==> src/rtl/mc_control_rv32_pkg.sv <==
// Shared types for the multicycle RV32I control unit: state encoding, opcodes,
// mux-select codes, trap causes and the registered Moore output bundle.
package rv_ctrl_pkg;

  typedef enum logic [4:0] {
    S_FETCH     = 5'd0,
    S_DECODE    = 5'd1,
    S_MEM_ADR   = 5'd2,
    S_MEM_RD    = 5'd3,
    S_MEM_WB    = 5'd4,
    S_MEM_WR    = 5'd5,
    S_EXECUTE_R = 5'd6,
    S_EXECUTE_I = 5'd7,
    S_EXECUTE_M = 5'd8,
    S_ALU_WB    = 5'd9,
    S_BRANCH    = 5'd10,
    S_JAL       = 5'd11,
    S_JALR      = 5'd12,
    S_LINK      = 5'd13,
    S_LUI       = 5'd14,
    S_AUIPC     = 5'd15,
    S_TRAP      = 5'd16
  } state_e;

  localparam logic [6:0] OP_LOAD   = 7'b0000011;
  localparam logic [6:0] OP_STORE  = 7'b0100011;
  localparam logic [6:0] OP_OP     = 7'b0110011;
  localparam logic [6:0] OP_OPIMM  = 7'b0010011;
  localparam logic [6:0] OP_BRANCH = 7'b1100011;
  localparam logic [6:0] OP_JAL    = 7'b1101111;
  localparam logic [6:0] OP_JALR   = 7'b1100111;
  localparam logic [6:0] OP_LUI    = 7'b0110111;
  localparam logic [6:0] OP_AUIPC  = 7'b0010111;

  localparam logic [1:0] RES_ALUOUT = 2'b00;
  localparam logic [1:0] RES_RDATA  = 2'b01;
  localparam logic [1:0] RES_ALU    = 2'b10;
  localparam logic [1:0] RES_MD     = 2'b11;

  localparam logic [1:0] SRCA_PC    = 2'b00;
  localparam logic [1:0] SRCA_RS1   = 2'b01;
  localparam logic [1:0] SRCA_OLDPC = 2'b10;
  localparam logic [1:0] SRCA_ZERO  = 2'b11;
  localparam logic [1:0] SRCB_RS2   = 2'b00;
  localparam logic [1:0] SRCB_FOUR  = 2'b01;
  localparam logic [1:0] SRCB_IMM   = 2'b10;

  localparam logic [2:0] IMM_I = 3'b000;
  localparam logic [2:0] IMM_S = 3'b001;
  localparam logic [2:0] IMM_B = 3'b010;
  localparam logic [2:0] IMM_U = 3'b011;
  localparam logic [2:0] IMM_J = 3'b100;

  localparam logic [3:0] ALU_ADD = 4'b0000;
  localparam logic [3:0] ALU_SUB = 4'b1000;

  localparam logic [1:0] TRAP_NONE    = 2'b00;
  localparam logic [1:0] TRAP_ILLEGAL = 2'b01;
  localparam logic [1:0] TRAP_MEM_TO  = 2'b10;

  typedef struct packed {
    logic       mem_req;
    logic       mem_write;
    logic       adr_src;
    logic       pc_write;
    logic       reg_write;
    logic       retire;
    logic [1:0] result_src;
    logic [1:0] alu_src_a;
    logic [1:0] alu_src_b;
    logic [3:0] alu_control;
  } moore_t;

  function automatic logic is_mem_state(state_e s);
    return (s == S_FETCH) || (s == S_MEM_RD) || (s == S_MEM_WR);
  endfunction

  // Unconditional per-state outputs; handshake-qualified strobes are added at the top.
  function automatic moore_t moore_out(state_e s, logic [3:0] alu_r, logic [3:0] alu_i);
    moore_t o;
    o = '0;
    o.alu_control = ALU_ADD;
    case (s)
      S_FETCH:     begin o.mem_req = 1'b1; o.alu_src_b = SRCB_FOUR; o.result_src = RES_ALU; end
      S_DECODE:    begin o.alu_src_a = SRCA_OLDPC; o.alu_src_b = SRCB_IMM; end
      S_MEM_ADR:   begin o.alu_src_a = SRCA_RS1; o.alu_src_b = SRCB_IMM; end
      S_MEM_RD:    begin o.mem_req = 1'b1; o.adr_src = 1'b1; end
      S_MEM_WR:    begin o.mem_req = 1'b1; o.adr_src = 1'b1; o.mem_write = 1'b1; end
      S_MEM_WB:    begin o.result_src = RES_RDATA; o.reg_write = 1'b1; o.retire = 1'b1; end
      S_EXECUTE_R: begin o.alu_src_a = SRCA_RS1; o.alu_src_b = SRCB_RS2; o.alu_control = alu_r; end
      S_EXECUTE_I: begin o.alu_src_a = SRCA_RS1; o.alu_src_b = SRCB_IMM; o.alu_control = alu_i; end
      S_EXECUTE_M: o.result_src = RES_MD;
      S_ALU_WB:    begin o.result_src = RES_ALUOUT; o.reg_write = 1'b1; o.retire = 1'b1; end
      S_BRANCH:    begin
        o.alu_src_a = SRCA_RS1; o.alu_src_b = SRCB_RS2; o.alu_control = ALU_SUB; o.retire = 1'b1;
      end
      S_JAL:       begin o.pc_write = 1'b1; o.alu_src_a = SRCA_OLDPC; o.alu_src_b = SRCB_FOUR; end
      S_JALR:      begin
        o.pc_write = 1'b1; o.result_src = RES_ALU; o.alu_src_a = SRCA_RS1; o.alu_src_b = SRCB_IMM;
      end
      S_LINK:      begin o.alu_src_a = SRCA_OLDPC; o.alu_src_b = SRCB_FOUR; end
      S_LUI:       begin o.alu_src_a = SRCA_ZERO; o.alu_src_b = SRCB_IMM; end
      S_AUIPC:     begin o.alu_src_a = SRCA_OLDPC; o.alu_src_b = SRCB_IMM; end
      default:     o = '0;
    endcase
    return o;
  endfunction

endpackage

==> src/rtl/mc_control_rv32_if.sv <==
// Control-unit <-> datapath/memory bundle. master = control unit, slave = datapath side.
interface mc_control_rv32_if;
  logic [6:0] opcode;
  logic [2:0] funct3;
  logic [6:0] funct7;
  logic       zero, lt, ltu;
  logic       mem_ready, md_done;
  logic       mem_req, mem_write, adr_src;
  logic       ir_write, pc_write, reg_write;
  logic [1:0] result_src, alu_src_a, alu_src_b;
  logic [3:0] alu_control;
  logic [2:0] imm_src;
  logic       md_start, retire;
  logic [1:0] trap_cause;
  logic [4:0] current_state;

  modport master (
    input  opcode, funct3, funct7, zero, lt, ltu, mem_ready, md_done,
    output mem_req, mem_write, adr_src, ir_write, pc_write, reg_write,
           result_src, alu_src_a, alu_src_b, alu_control, imm_src,
           md_start, retire, trap_cause, current_state
  );

  modport slave (
    output opcode, funct3, funct7, zero, lt, ltu, mem_ready, md_done,
    input  mem_req, mem_write, adr_src, ir_write, pc_write, reg_write,
           result_src, alu_src_a, alu_src_b, alu_control, imm_src,
           md_start, retire, trap_cause, current_state
  );
endinterface

==> src/rtl/mc_control_rv32_decode.sv <==
// Combinational IR decode: legality, dispatch target, imm_src and ALU op.
// CTRL_MULDIV_EN makes funct7=0000001 on OP legal and dispatches it to EXECUTE_M.
module ctrl_decode
  import rv_ctrl_pkg::*;
(
  input  logic [6:0] opcode_i,
  input  logic [2:0] funct3_i,
  input  logic [6:0] funct7_i,
  output logic       legal_o,
  output state_e     target_o,
  output logic [2:0] imm_src_o,
  output logic [3:0] alu_ctl_r_o,
  output logic [3:0] alu_ctl_i_o
);

  assign alu_ctl_r_o = {funct7_i[5], funct3_i};
  // funct7[5] only selects SRA over SRL; for other I-ops those bits are immediate
  assign alu_ctl_i_o = {(funct3_i == 3'b101) & funct7_i[5], funct3_i};

  always_comb begin
    legal_o   = 1'b0;
    target_o  = S_TRAP;
    imm_src_o = IMM_I;
    case (opcode_i)
      OP_LOAD: begin
        target_o = S_MEM_ADR;
        legal_o  = !(funct3_i inside {3'b011, 3'b110, 3'b111});
      end
      OP_STORE: begin
        target_o  = S_MEM_ADR;
        imm_src_o = IMM_S;
        legal_o   = funct3_i < 3'b011;
      end
      OP_OP: begin
        target_o = S_EXECUTE_R;
        case (funct7_i)
          7'b0000000: legal_o = 1'b1;
          7'b0100000: legal_o = (funct3_i == 3'b000) || (funct3_i == 3'b101);
`ifdef CTRL_MULDIV_EN
          7'b0000001: begin legal_o = 1'b1; target_o = S_EXECUTE_M; end
`endif
          default:    legal_o = 1'b0;
        endcase
      end
      OP_OPIMM: begin
        target_o = S_EXECUTE_I;
        case (funct3_i)
          3'b001:  legal_o = (funct7_i == 7'b0000000);
          3'b101:  legal_o = (funct7_i == 7'b0000000) || (funct7_i == 7'b0100000);
          default: legal_o = 1'b1;
        endcase
      end
      OP_BRANCH: begin
        target_o  = S_BRANCH;
        imm_src_o = IMM_B;
        legal_o   = !(funct3_i inside {3'b010, 3'b011});
      end
      OP_JAL:   begin target_o = S_JAL;   imm_src_o = IMM_J; legal_o = 1'b1; end
      OP_JALR:  begin target_o = S_JALR;  legal_o = 1'b1; end
      OP_LUI:   begin target_o = S_LUI;   imm_src_o = IMM_U; legal_o = 1'b1; end
      OP_AUIPC: begin target_o = S_AUIPC; imm_src_o = IMM_U; legal_o = 1'b1; end
      default:  legal_o = 1'b0;
    endcase
  end

endmodule

==> src/rtl/mc_control_rv32.sv <==
// Multicycle RV32I control FSM with memory handshake timeout and sticky trap.
// Define CTRL_MULDIV_EN to enable the EXECUTE_M mul/div sequencing.
module mc_control_rv32
  import rv_ctrl_pkg::*;
#(
  parameter int unsigned MEM_TIMEOUT = 255
) (
  input  logic              clk,
  input  logic              reset,
  mc_control_rv32_if.master ctl
);

  localparam int unsigned CW = (MEM_TIMEOUT > 1) ? $clog2(MEM_TIMEOUT + 1) : 1;
  localparam moore_t OUT_RST = moore_out(S_FETCH, ALU_ADD, ALU_ADD);

  state_e          state_q, state_d;
  logic [CW-1:0]   cnt_q, cnt_d;
  logic [1:0]      cause_q, cause_d;
  moore_t          out_q, out_d;
  logic            md_start_q, md_start_d;

  logic            dec_legal;
  state_e          dec_target;
  logic [2:0]      dec_imm;
  logic [3:0]      dec_alu_r, dec_alu_i;
  logic            md_done_w, timeout, taken, run;

  ctrl_decode u_dec (
    .opcode_i    (ctl.opcode),
    .funct3_i    (ctl.funct3),
    .funct7_i    (ctl.funct7),
    .legal_o     (dec_legal),
    .target_o    (dec_target),
    .imm_src_o   (dec_imm),
    .alu_ctl_r_o (dec_alu_r),
    .alu_ctl_i_o (dec_alu_i)
  );

`ifdef CTRL_MULDIV_EN
  assign md_done_w  = ctl.md_done;
  assign md_start_d = (state_d == S_EXECUTE_M) && (state_q != S_EXECUTE_M);
`else
  logic unused_md_done;
  assign unused_md_done = ctl.md_done;
  assign md_done_w      = 1'b0;
  assign md_start_d     = 1'b0;
`endif

  // mem_ready arriving in the limit cycle wins over the timeout
  assign timeout = (MEM_TIMEOUT != 0) && (cnt_q == CW'(MEM_TIMEOUT)) && !ctl.mem_ready;

  always_comb begin
    case (ctl.funct3)
      3'b000:  taken = ctl.zero;
      3'b001:  taken = !ctl.zero;
      3'b100:  taken = ctl.lt;
      3'b101:  taken = !ctl.lt;
      3'b110:  taken = ctl.ltu;
      3'b111:  taken = !ctl.ltu;
      default: taken = 1'b0;
    endcase
  end

  always_comb begin
    state_d = state_q;
    cause_d = cause_q;
    case (state_q)
      S_FETCH, S_MEM_RD, S_MEM_WR: begin
        if (ctl.mem_ready)
          state_d = (state_q == S_FETCH) ? S_DECODE :
                    (state_q == S_MEM_RD) ? S_MEM_WB : S_FETCH;
        else if (timeout) begin
          state_d = S_TRAP;
          cause_d = TRAP_MEM_TO;
        end
      end
      S_DECODE: begin
        state_d = dec_legal ? dec_target : S_TRAP;
        if (!dec_legal) cause_d = TRAP_ILLEGAL;
      end
      S_MEM_ADR:   state_d = (ctl.opcode == OP_LOAD) ? S_MEM_RD : S_MEM_WR;
      S_MEM_WB, S_ALU_WB, S_BRANCH: state_d = S_FETCH;
      S_EXECUTE_R, S_EXECUTE_I, S_JAL, S_LINK, S_LUI, S_AUIPC: state_d = S_ALU_WB;
      S_JALR:      state_d = S_LINK;
      S_EXECUTE_M: if (md_done_w) state_d = S_FETCH;
      default:     state_d = S_TRAP;
    endcase

    cnt_d = cnt_q;
    if ((state_d != state_q) && is_mem_state(state_d)) cnt_d = '0;
    else if (is_mem_state(state_q) && !ctl.mem_ready)  cnt_d = cnt_q + CW'(1);

    out_d = moore_out(state_d, dec_alu_r, dec_alu_i);
  end

  always_ff @(posedge clk or posedge reset) begin
    if (reset) begin
      state_q    <= S_FETCH;
      cnt_q      <= '0;
      cause_q    <= TRAP_NONE;
      out_q      <= OUT_RST;
      md_start_q <= 1'b0;
    end else begin
      state_q    <= state_d;
      cnt_q      <= cnt_d;
      cause_q    <= cause_d;
      out_q      <= out_d;
      md_start_q <= md_start_d;
    end
  end

  // Reset kills every strobe and select combinationally, abandoning any access in flight
  assign run = !reset;

  assign ctl.mem_req     = run & out_q.mem_req;
  assign ctl.mem_write   = run & out_q.mem_write;
  assign ctl.adr_src     = run & out_q.adr_src;
  assign ctl.ir_write    = run & (state_q == S_FETCH) & ctl.mem_ready;
  assign ctl.pc_write    = run & (out_q.pc_write
                                  | ((state_q == S_FETCH)  & ctl.mem_ready)
                                  | ((state_q == S_BRANCH) & taken));
  assign ctl.reg_write   = run & (out_q.reg_write | ((state_q == S_EXECUTE_M) & md_done_w));
  assign ctl.retire      = run & (out_q.retire
                                  | ((state_q == S_MEM_WR)    & ctl.mem_ready)
                                  | ((state_q == S_EXECUTE_M) & md_done_w));
  assign ctl.md_start    = run & md_start_q;
  assign ctl.result_src  = run ? out_q.result_src  : 2'b00;
  assign ctl.alu_src_a   = run ? out_q.alu_src_a   : 2'b00;
  assign ctl.alu_src_b   = run ? out_q.alu_src_b   : 2'b00;
  assign ctl.alu_control = run ? out_q.alu_control : 4'b0000;
  assign ctl.imm_src     = run ? dec_imm           : 3'b000;
  assign ctl.trap_cause  = cause_q;
  assign ctl.current_state = state_q;

endmodule

==> src/flat_wrapper.sv <==
// flat-port wrapper written by rule: the top's interface ports become plain ports
module mc_control_rv32_flat import rv_ctrl_pkg::*;
#(
  parameter int unsigned MEM_TIMEOUT = 255
)
  (clk, reset, ctl_opcode, ctl_funct3, ctl_funct7, ctl_zero, ctl_lt, ctl_ltu, ctl_mem_ready, ctl_md_done, ctl_mem_req, ctl_mem_write, ctl_adr_src, ctl_ir_write, ctl_pc_write, ctl_reg_write, ctl_result_src, ctl_alu_src_a, ctl_alu_src_b, ctl_alu_control, ctl_imm_src, ctl_md_start, ctl_retire, ctl_trap_cause, ctl_current_state);
  mc_control_rv32_if ctl_i ();
  input  logic clk;
  input  logic reset;
  input wire logic [$bits(ctl_i.opcode)-1:0] ctl_opcode;
  input wire logic [$bits(ctl_i.funct3)-1:0] ctl_funct3;
  input wire logic [$bits(ctl_i.funct7)-1:0] ctl_funct7;
  input wire logic [$bits(ctl_i.zero)-1:0] ctl_zero;
  input wire logic [$bits(ctl_i.lt)-1:0] ctl_lt;
  input wire logic [$bits(ctl_i.ltu)-1:0] ctl_ltu;
  input wire logic [$bits(ctl_i.mem_ready)-1:0] ctl_mem_ready;
  input wire logic [$bits(ctl_i.md_done)-1:0] ctl_md_done;
  output wire logic [$bits(ctl_i.mem_req)-1:0] ctl_mem_req;
  output wire logic [$bits(ctl_i.mem_write)-1:0] ctl_mem_write;
  output wire logic [$bits(ctl_i.adr_src)-1:0] ctl_adr_src;
  output wire logic [$bits(ctl_i.ir_write)-1:0] ctl_ir_write;
  output wire logic [$bits(ctl_i.pc_write)-1:0] ctl_pc_write;
  output wire logic [$bits(ctl_i.reg_write)-1:0] ctl_reg_write;
  output wire logic [$bits(ctl_i.result_src)-1:0] ctl_result_src;
  output wire logic [$bits(ctl_i.alu_src_a)-1:0] ctl_alu_src_a;
  output wire logic [$bits(ctl_i.alu_src_b)-1:0] ctl_alu_src_b;
  output wire logic [$bits(ctl_i.alu_control)-1:0] ctl_alu_control;
  output wire logic [$bits(ctl_i.imm_src)-1:0] ctl_imm_src;
  output wire logic [$bits(ctl_i.md_start)-1:0] ctl_md_start;
  output wire logic [$bits(ctl_i.retire)-1:0] ctl_retire;
  output wire logic [$bits(ctl_i.trap_cause)-1:0] ctl_trap_cause;
  output wire logic [$bits(ctl_i.current_state)-1:0] ctl_current_state;
  assign ctl_i.opcode = ctl_opcode;
  assign ctl_i.funct3 = ctl_funct3;
  assign ctl_i.funct7 = ctl_funct7;
  assign ctl_i.zero = ctl_zero;
  assign ctl_i.lt = ctl_lt;
  assign ctl_i.ltu = ctl_ltu;
  assign ctl_i.mem_ready = ctl_mem_ready;
  assign ctl_i.md_done = ctl_md_done;
  assign ctl_mem_req = ctl_i.mem_req;
  assign ctl_mem_write = ctl_i.mem_write;
  assign ctl_adr_src = ctl_i.adr_src;
  assign ctl_ir_write = ctl_i.ir_write;
  assign ctl_pc_write = ctl_i.pc_write;
  assign ctl_reg_write = ctl_i.reg_write;
  assign ctl_result_src = ctl_i.result_src;
  assign ctl_alu_src_a = ctl_i.alu_src_a;
  assign ctl_alu_src_b = ctl_i.alu_src_b;
  assign ctl_alu_control = ctl_i.alu_control;
  assign ctl_imm_src = ctl_i.imm_src;
  assign ctl_md_start = ctl_i.md_start;
  assign ctl_retire = ctl_i.retire;
  assign ctl_trap_cause = ctl_i.trap_cause;
  assign ctl_current_state = ctl_i.current_state;
  mc_control_rv32 #(.MEM_TIMEOUT(MEM_TIMEOUT)) u_core (.clk(clk), .reset(reset), .ctl(ctl_i));
endmodule
==> config.mk <==
export PLATFORM = sky130hd
export DESIGN_NAME = mc_control_rv32_flat
export DESIGN_NICKNAME = d
export VERILOG_FILES = /design/src/rtl/mc_control_rv32_pkg.sv /design/src/rtl/mc_control_rv32_if.sv /design/src/rtl/mc_control_rv32_decode.sv /design/src/rtl/mc_control_rv32.sv /design/src/flat_wrapper.sv
export SDC_FILE = /design/constraint.sdc
export NUM_CORES = 1
export LEC_CHECK = 0
export CAP_MARGIN = 20
export CORE_UTILIZATION = 56
export DETAILED_ROUTE_END_ITERATION = 8
export HOLD_SLACK_MARGIN = 0.08
export MAX_ROUTING_LAYER = met4
export PLACE_DENSITY = 0.95
export SYNTH_ARGS = -nofsm -noshare
export SYNTH_HDL_FRONTEND = slang
export SYNTH_SLANG_ARGS = --single-unit
==> constraint.sdc <==
create_clock -name clk -period 4 [get_ports clk]
set_input_delay 0.8 -clock clk [delete_from_list [all_inputs] [get_ports clk]]
set_output_delay 0.8 -clock clk [all_outputs]
set_load 0.05 [all_outputs]
* Yosys cells after proc, flatten, opt, wreduce, memory -nomap -nowiden
Cells that the tools add are included.
** Operators by class
- Add/sub/neg operators :: 1
- Multipliers :: 0
- Divide/modulo/power cells :: 0
- Magnitude comparators :: 1
- Eq/ne operators :: 52
- Shift operators :: 0
- Multiplexer cells :: 34
- Bitwise gates (word level) :: 15
- Reduce and logical (&&, ||, !) cells :: 41
** Operator list (number)
- $eq 5x4->1 const B :: 16
- $eq 5x3->1 const B :: 8
- $pmux 5 s8 :: 1
- $pmux 5 s7 :: 1
- $eq 7x6->1 const B :: 4
- $eq 7x7->1 const B :: 3
- $eq 5x2->1 const B :: 4
- $mux 5 :: 4
- $mux 8 :: 2
- $reduce_or 3->1 :: 5
- $eq 7x5->1 const B :: 2
- $and 1x1->1 :: 12
- $eq 3x3->1 const B :: 4
- $mux 2 :: 6
- $pmux 1 s6 :: 2
- $pmux 2 s3 :: 2
- $pmux 3 s4 :: 1
- $pmux 4 s3 :: 1
- $reduce_or 2->1 :: 6
- $reduce_or 6->1 :: 2
- $eq 5x1->1 const B :: 2
- $logic_not 5->1 :: 2
- $mux 3 :: 3
- $add 8x1->8 const B :: 1
- other kinds (23) :: 50
** Storage, ports and cells
- Bits in registers :: 31
- Latch bits :: 0
- Memory bits (writable) :: 0
- Memory bits (read-only) :: 0
- Bits of input ports :: 24
- Output and inout port bits :: 28
- Word-level logic and storage cells :: 157
- Memories kept :: 0

* Logic depth before layout (Yosys ltp)
- Depth after elaboration :: 11
- Mapped depth :: 10
- Gate-level depth less buffers :: 8

* Hierarchy
A second synthesis with hierarchy kept.
** Second synthesis, totals
- Cell total of the unflattened synthesis :: 276
- Area, all modules :: 2274.7 um2
** By module, submodules not included
- mc_control_rv32 :: instances 1, cells each 223, area each 1939.4 um2, seq. area each 779.5 um2
- ctrl_decode :: instances 1, cells each 53, area each 335.3 um2, seq. area each 0.0 um2

* Least setup slack after synthesis
Ideal clock, no wire load.
- Path kind :: input-to-output
- Start :: input port reset
- End :: output port ctl_imm_src[2]
- Arrival time :: 2.753 ns
- Data required time :: 3.200 ns
- Path slack :: 0.447 ns
- Cell stages on the path :: 3
- Buffers on the path :: 2
- Cells stage by stage :: clkbuf_1 > clkbuf_1 > nor4_1
** Between the ends
- Word-level cells in the longest chain between the ends :: 1
** Ends and longest elaborated chain
- start: declaration :: line flat_wrapper.sv:9 : input logic reset;
- $mux 3 :: line mc_control_rv32.sv:131 : assign ctl.imm_src = run ? dec_imm : 3'b000;
- end: declaration :: line flat_wrapper.sv:28 : output wire logic [$bits(ctl_i.imm_src)-1:0] ctl_imm_src;
No other way between the ends.

* Final worst setup path
- Start :: input port ctl_funct7[1]
- End :: register u_core.cnt_q[1]
** Between the ends
- Word-level cells in the longest chain between the ends :: 11
- Elaborated cells between the ends (all ways) :: 17
- Classes of those cells :: eq/ne: 4; mux: 6; reduce/logical: 7
** Ends and longest elaborated chain
- start: declaration :: line flat_wrapper.sv:12 : input wire logic [$bits(ctl_i.funct7)-1:0] ctl_funct7;
- $eq 7x6->1 or $logic_not 7->1 (tied branches) :: line mc_control_rv32_decode.sv:36, mc_control_rv32_decode.sv:49, mc_control_rv32_decode.sv:48
- $logic_or 1x1->1 :: line mc_control_rv32_decode.sv:49 : 3'b101: legal_o = (funct7_i == 7'b0000000) || (funct7_i == 7'b0100000);
- $pmux 1 s2 :: line mc_control_rv32_decode.sv:47 : case (funct3_i)
- $pmux 1 s6 (*) :: line mc_control_rv32_decode.sv:24 : case (opcode_i)
- $mux 5 (*) :: line mc_control_rv32.sv:78 : state_d = dec_legal ? dec_target : S_TRAP;
- $pmux 5 s7 (*) :: line mc_control_rv32.sv:67 : case (state_q)
- $eq 5x2->1 or $logic_not 5->1 (tied branches) :: line mc_control_rv32_pkg.sv:75 : return (s == S_FETCH) || (s == S_MEM_RD) || (s == S_MEM_WR);
- $logic_or 1x1->1 (2 in a row) :: line mc_control_rv32_pkg.sv:75
- $logic_and 1x1->1 (*) :: line mc_control_rv32.sv:90 : if ((state_d != state_q) && is_mem_state(state_d)) cnt_d = '0;
- $mux 8 or $reduce_bool 2->1 (tied branches)
- end signal: assignment :: line mc_control_rv32.sv:105 : cnt_q <= cnt_d;
- end: declaration :: line mc_control_rv32.sv:17 : logic [CW-1:0] cnt_q, cnt_d;
Mark *: on every way between the ends. The rest lies on a longest branch, timed or not.
A chain may end at the register's enable or synchronous reset.

==> qor.yml <==
pwr-share-seq_pct: 34.0
critPathArrivalTime_ns: 3.70
dp_slack_ns: 0.2476
diodes: 0
ant_nets: 0
routabilityCongestion: 0.9490
die_area_um2: 4818
vias_per_cell: 6.375
worstHoldStart: "u_core.ctl.trap_cause[1]"
drive_gt1_share_pct: 14.59
worst-path-buf-inv: 1
die_h_um: 69.42
synth_edf_count: 0
grt_pass1_vias: 2354
antenna_found_initial: 0
cts-buffers-inserted: 5
synth_area_per_cell_um2: 8.993
hold_viol: 0
synth_nets: 308
worstSetupStartpointType: "input pin"
dp.final_hpwl_um: 4462
end_kind: "flop"
outcome: "complete, no violations"
cpLargestDelayFamily: "compound AO/OA/AOI/OAI gates"
vias: 2429
layout_setup_ws_ns: 0.4960
power_frac_comb_pct: 44.8
reg2reg_depth: 7
critPathSlowestCell: "a2111oi_4"
path_max_fanout: 8
drtPass1Iterations: 4
ys_types: 72
worstMarginPinSlew_ns: 0.6597
swShare_pct: 41.50
cts_tree: "done"
ys.flop_type: "dfrtp_1"
critPathRequiredTime_ns: 4.20
p_int_w: 0.0007137
overflow: 0
slew_headroom_pct: 55.73
initial_core_util_pct: 58.45
r2r_slack_ns: 0.99
drt_iter0_drc: 252
min_period_ns: 3.504
postCtsSetupBuffers: 0
cts.sinks: 31
cts_hold_buf: 0
worstSetupPathType: "input pin to flop"
clk_root_buffer_cell: "clkbuf_8"
fmax_mhz: 285.4
min_to: "u_core.ctl.trap_cause[1]"
grtUsageTotal_pct: 28.51
drt_wl_total_um: 6408
switchingPower_w: 0.0005064
wl_per_cell_um: 16.82
slowest_delay_ns: 0.67
clock_path_buffers: 2
route.detailed.drc: 0
rr_endpoint: "u_core.out_q[10]"
post_cts_resized: 0
powerDensity_nw_per_um2: 390.4
clk_latency_ns: 0.29
synthCells: 283
dieWidth_um: 69.42
post-route-util_pct: 71.78
holdPathStages: 2
drv_slew: 0
clk_pin_slew_ns: 0.06
setup-tns-final_ns: 0
power_w: 0.001220
cts-htree-levels: 2
core_area_um2: 4354
async_flop_share_pct: 100.0
nNetsFinal: 353
timing.rr.start: "u_core.ctl.current_state[2]"
syn_area_um2: 2545
port_buffers: 49
finalCritPeriodShare_pct: 87.60
ys_seq_area_share_pct: 30.63
syn_to_final_growth_pct: 22.81
clock_power_share_pct: 21.2
yosys_warnings: 0
leakagePower_nw: 1.200
rows: 24
ios: 52
rsz0062_at_grt: "false"
drv_cap: 0
grt_pass1_wl_um: 10680
skew_ns: 0.004350
grt_max_degree: 32
synth-seq-cells: 31
ir_drop_uv: 316.4
holdCritPathClass: "flop to flop"
finalSetupViolCount: 0
crit_chain: "clkdlybuf4s50_1, or4_4, or4_4, o21ai_0, o21ai_0, a2111oi_4, a32oi_1, o31ai_2"
==> final cells by class <==
class	count	area, um2
fillers	313	1229
inverters	10	37.54
multi-input cells	224	1607
repair buffers	56	545.5
clock inverters	1	5.005
well taps	52	65.06
clock buffers	7	86.33
flip-flops and latches	31	779.5
==> through the flow <==
| step | hold WS, ns | instances | area [um2] |
|---|---|---|---|
| 3_3_place_gp | 0.4617 | 373 | 3034 |
| 6_report | 0.4814 | 381 | 3126 |
| 5_1_grt | 0.5501 | 381 | 3126 |
| 4_1_cts | 0.4837 | 381 | 3126 |
| 2_1_floorplan | 0.6248 | 283 | 2545 |
| 3_5_place_dp | 0.4689 | 373 | 3034 |
==> layout by cell type (no fill, tap or decap), types with 3 or more instances in the layout <==
cell / Yosys / layout
nand2_1: 19 / 19
o211ai_1: 4 / 4
inv_1: 9 / 9
dfstp_2: 3 / 3
nand3_1: 9 / 9
dfrtp_1: 28 / 28
nor2b_1: 19 / 19
clkbuf_8: 2 / 6
clkdlybuf4s50_1: 0 / 45
a21o_1: 5 / 5
o22ai_1: 3 / 3
o31ai_2: 2 / 3
a31oi_1: 3 / 3
or2_2: 3 / 3
xor2_1: 9 / 9
o21ai_0: 9 / 9
nand2b_1: 4 / 4
a21oi_1: 12 / 12
buf_4: 4 / 10
a32oi_1: 5 / 5
nor2_1: 22 / 22
xnor2_1: 7 / 7
nand4_1: 8 / 8
and2_1: 5 / 5
o311ai_2: 3 / 3
nor3_1: 5 / 5
o31ai_1: 6 / 5
or3b_2: 3 / 3
nand3b_1: 7 / 7
==> flip-flops by register name (all words and copies together) (netlist names) <==
| register | flops |
|---|---|
| u_core.out_q | 16 |
| u_core.ctl.current_state | 5 |
| u_core.cnt_q | 8 |
| u_core.ctl.trap_cause | 2 |
==> worst register-to-register path: stages (launching register included) <==
cell and delay, ns:
dfrtp_1 0.76, xor2_1 0.19, o211ai_1 0.47, nor2_1 0.13, a21oi_1 0.29, and4_1 0.52
inv_1 0.13, o311ai_0 0.39
==> Yosys cell counts (all sizes together) (8+ instances only) <==
| library cell | instances | area share [%] |
|---|---|---|
| buf | 9 | 2.9 |
| nor2 | 24 | 3.9 |
| nor2b | 19 | 4.7 |
| nand2 | 19 | 2.8 |
| inv | 10 | 1.5 |
| o31ai | 8 | 2.8 |
| o21ai | 11 | 2.2 |
| a21oi | 12 | 2.4 |
| clkbuf | 9 | 2.1 |
| nand3 | 10 | 2.2 |
| xnor2 | 8 | 3.5 |
| nand4 | 8 | 2.0 |
| dfrtp | 28 | 28 |
| xor2 | 9 | 3.1 |
==> worst max path at each step <==
stage | startpoint | endpoint | slack [ns] | cells after the start
2_1_floorplan | reset | ctl_imm_src[2] | 0.45 | 3
4_1_cts | ctl_funct7[1] | u_core.cnt_q[2] | 0.51 | 8
6_report | ctl_funct7[1] | u_core.cnt_q[1] | 0.50 | 8
3_3_place_gp | ctl_funct7[1] | u_core.cnt_q[5] | 0.31 | 8
3_5_place_dp | ctl_funct7[1] | u_core.cnt_q[1] | 0.25 | 8
5_1_grt | ctl_funct7[1] | u_core.cnt_q[4] | 0.35 | 8
==> power by group through the flow <==
stage | Combinational [W] | Clock, W | Sequential, W
global route | 0.000587 | 0.000276 | 0.000424
finish | 0.000546 | 0.000258 | 0.000415
global placement | 0.000511 | 0 | 0.000416
detailed placement | 0.000533 | 0 | 0.000419
CTS | 0.000542 | 0.000259 | 0.000414
floorplan | 0.000371 | 0 | 0.000454
==> per-layer routing <==
metal	up-vias	global-route usage [%]	part of all wire, %
met5	-	-	0
met2	113	44.44	48
met1	1145	35.60	43
li1	1150	-	-
met3	21	7.413	6.8
met4	0	10.88	2.8
==> kinds of logic after synthesis <==
| kind of cell | count (synthesis) | share of synthesized area [%] |
|---|---|---|
| other cells | 1 | 0.1474 |
| buf+inv | 28 | 6.440 |
| compound gates | 78 | 26.16 |
| xor+xnor | 17 | 6.588 |
| fa+ha+maj | 1 | 0.4916 |
| mux | 3 | 1.229 |
| simple gates | 124 | 28.32 |
| flops | 31 | 30.63 |
No activity file was read; power rests on OpenSTA's default activity.
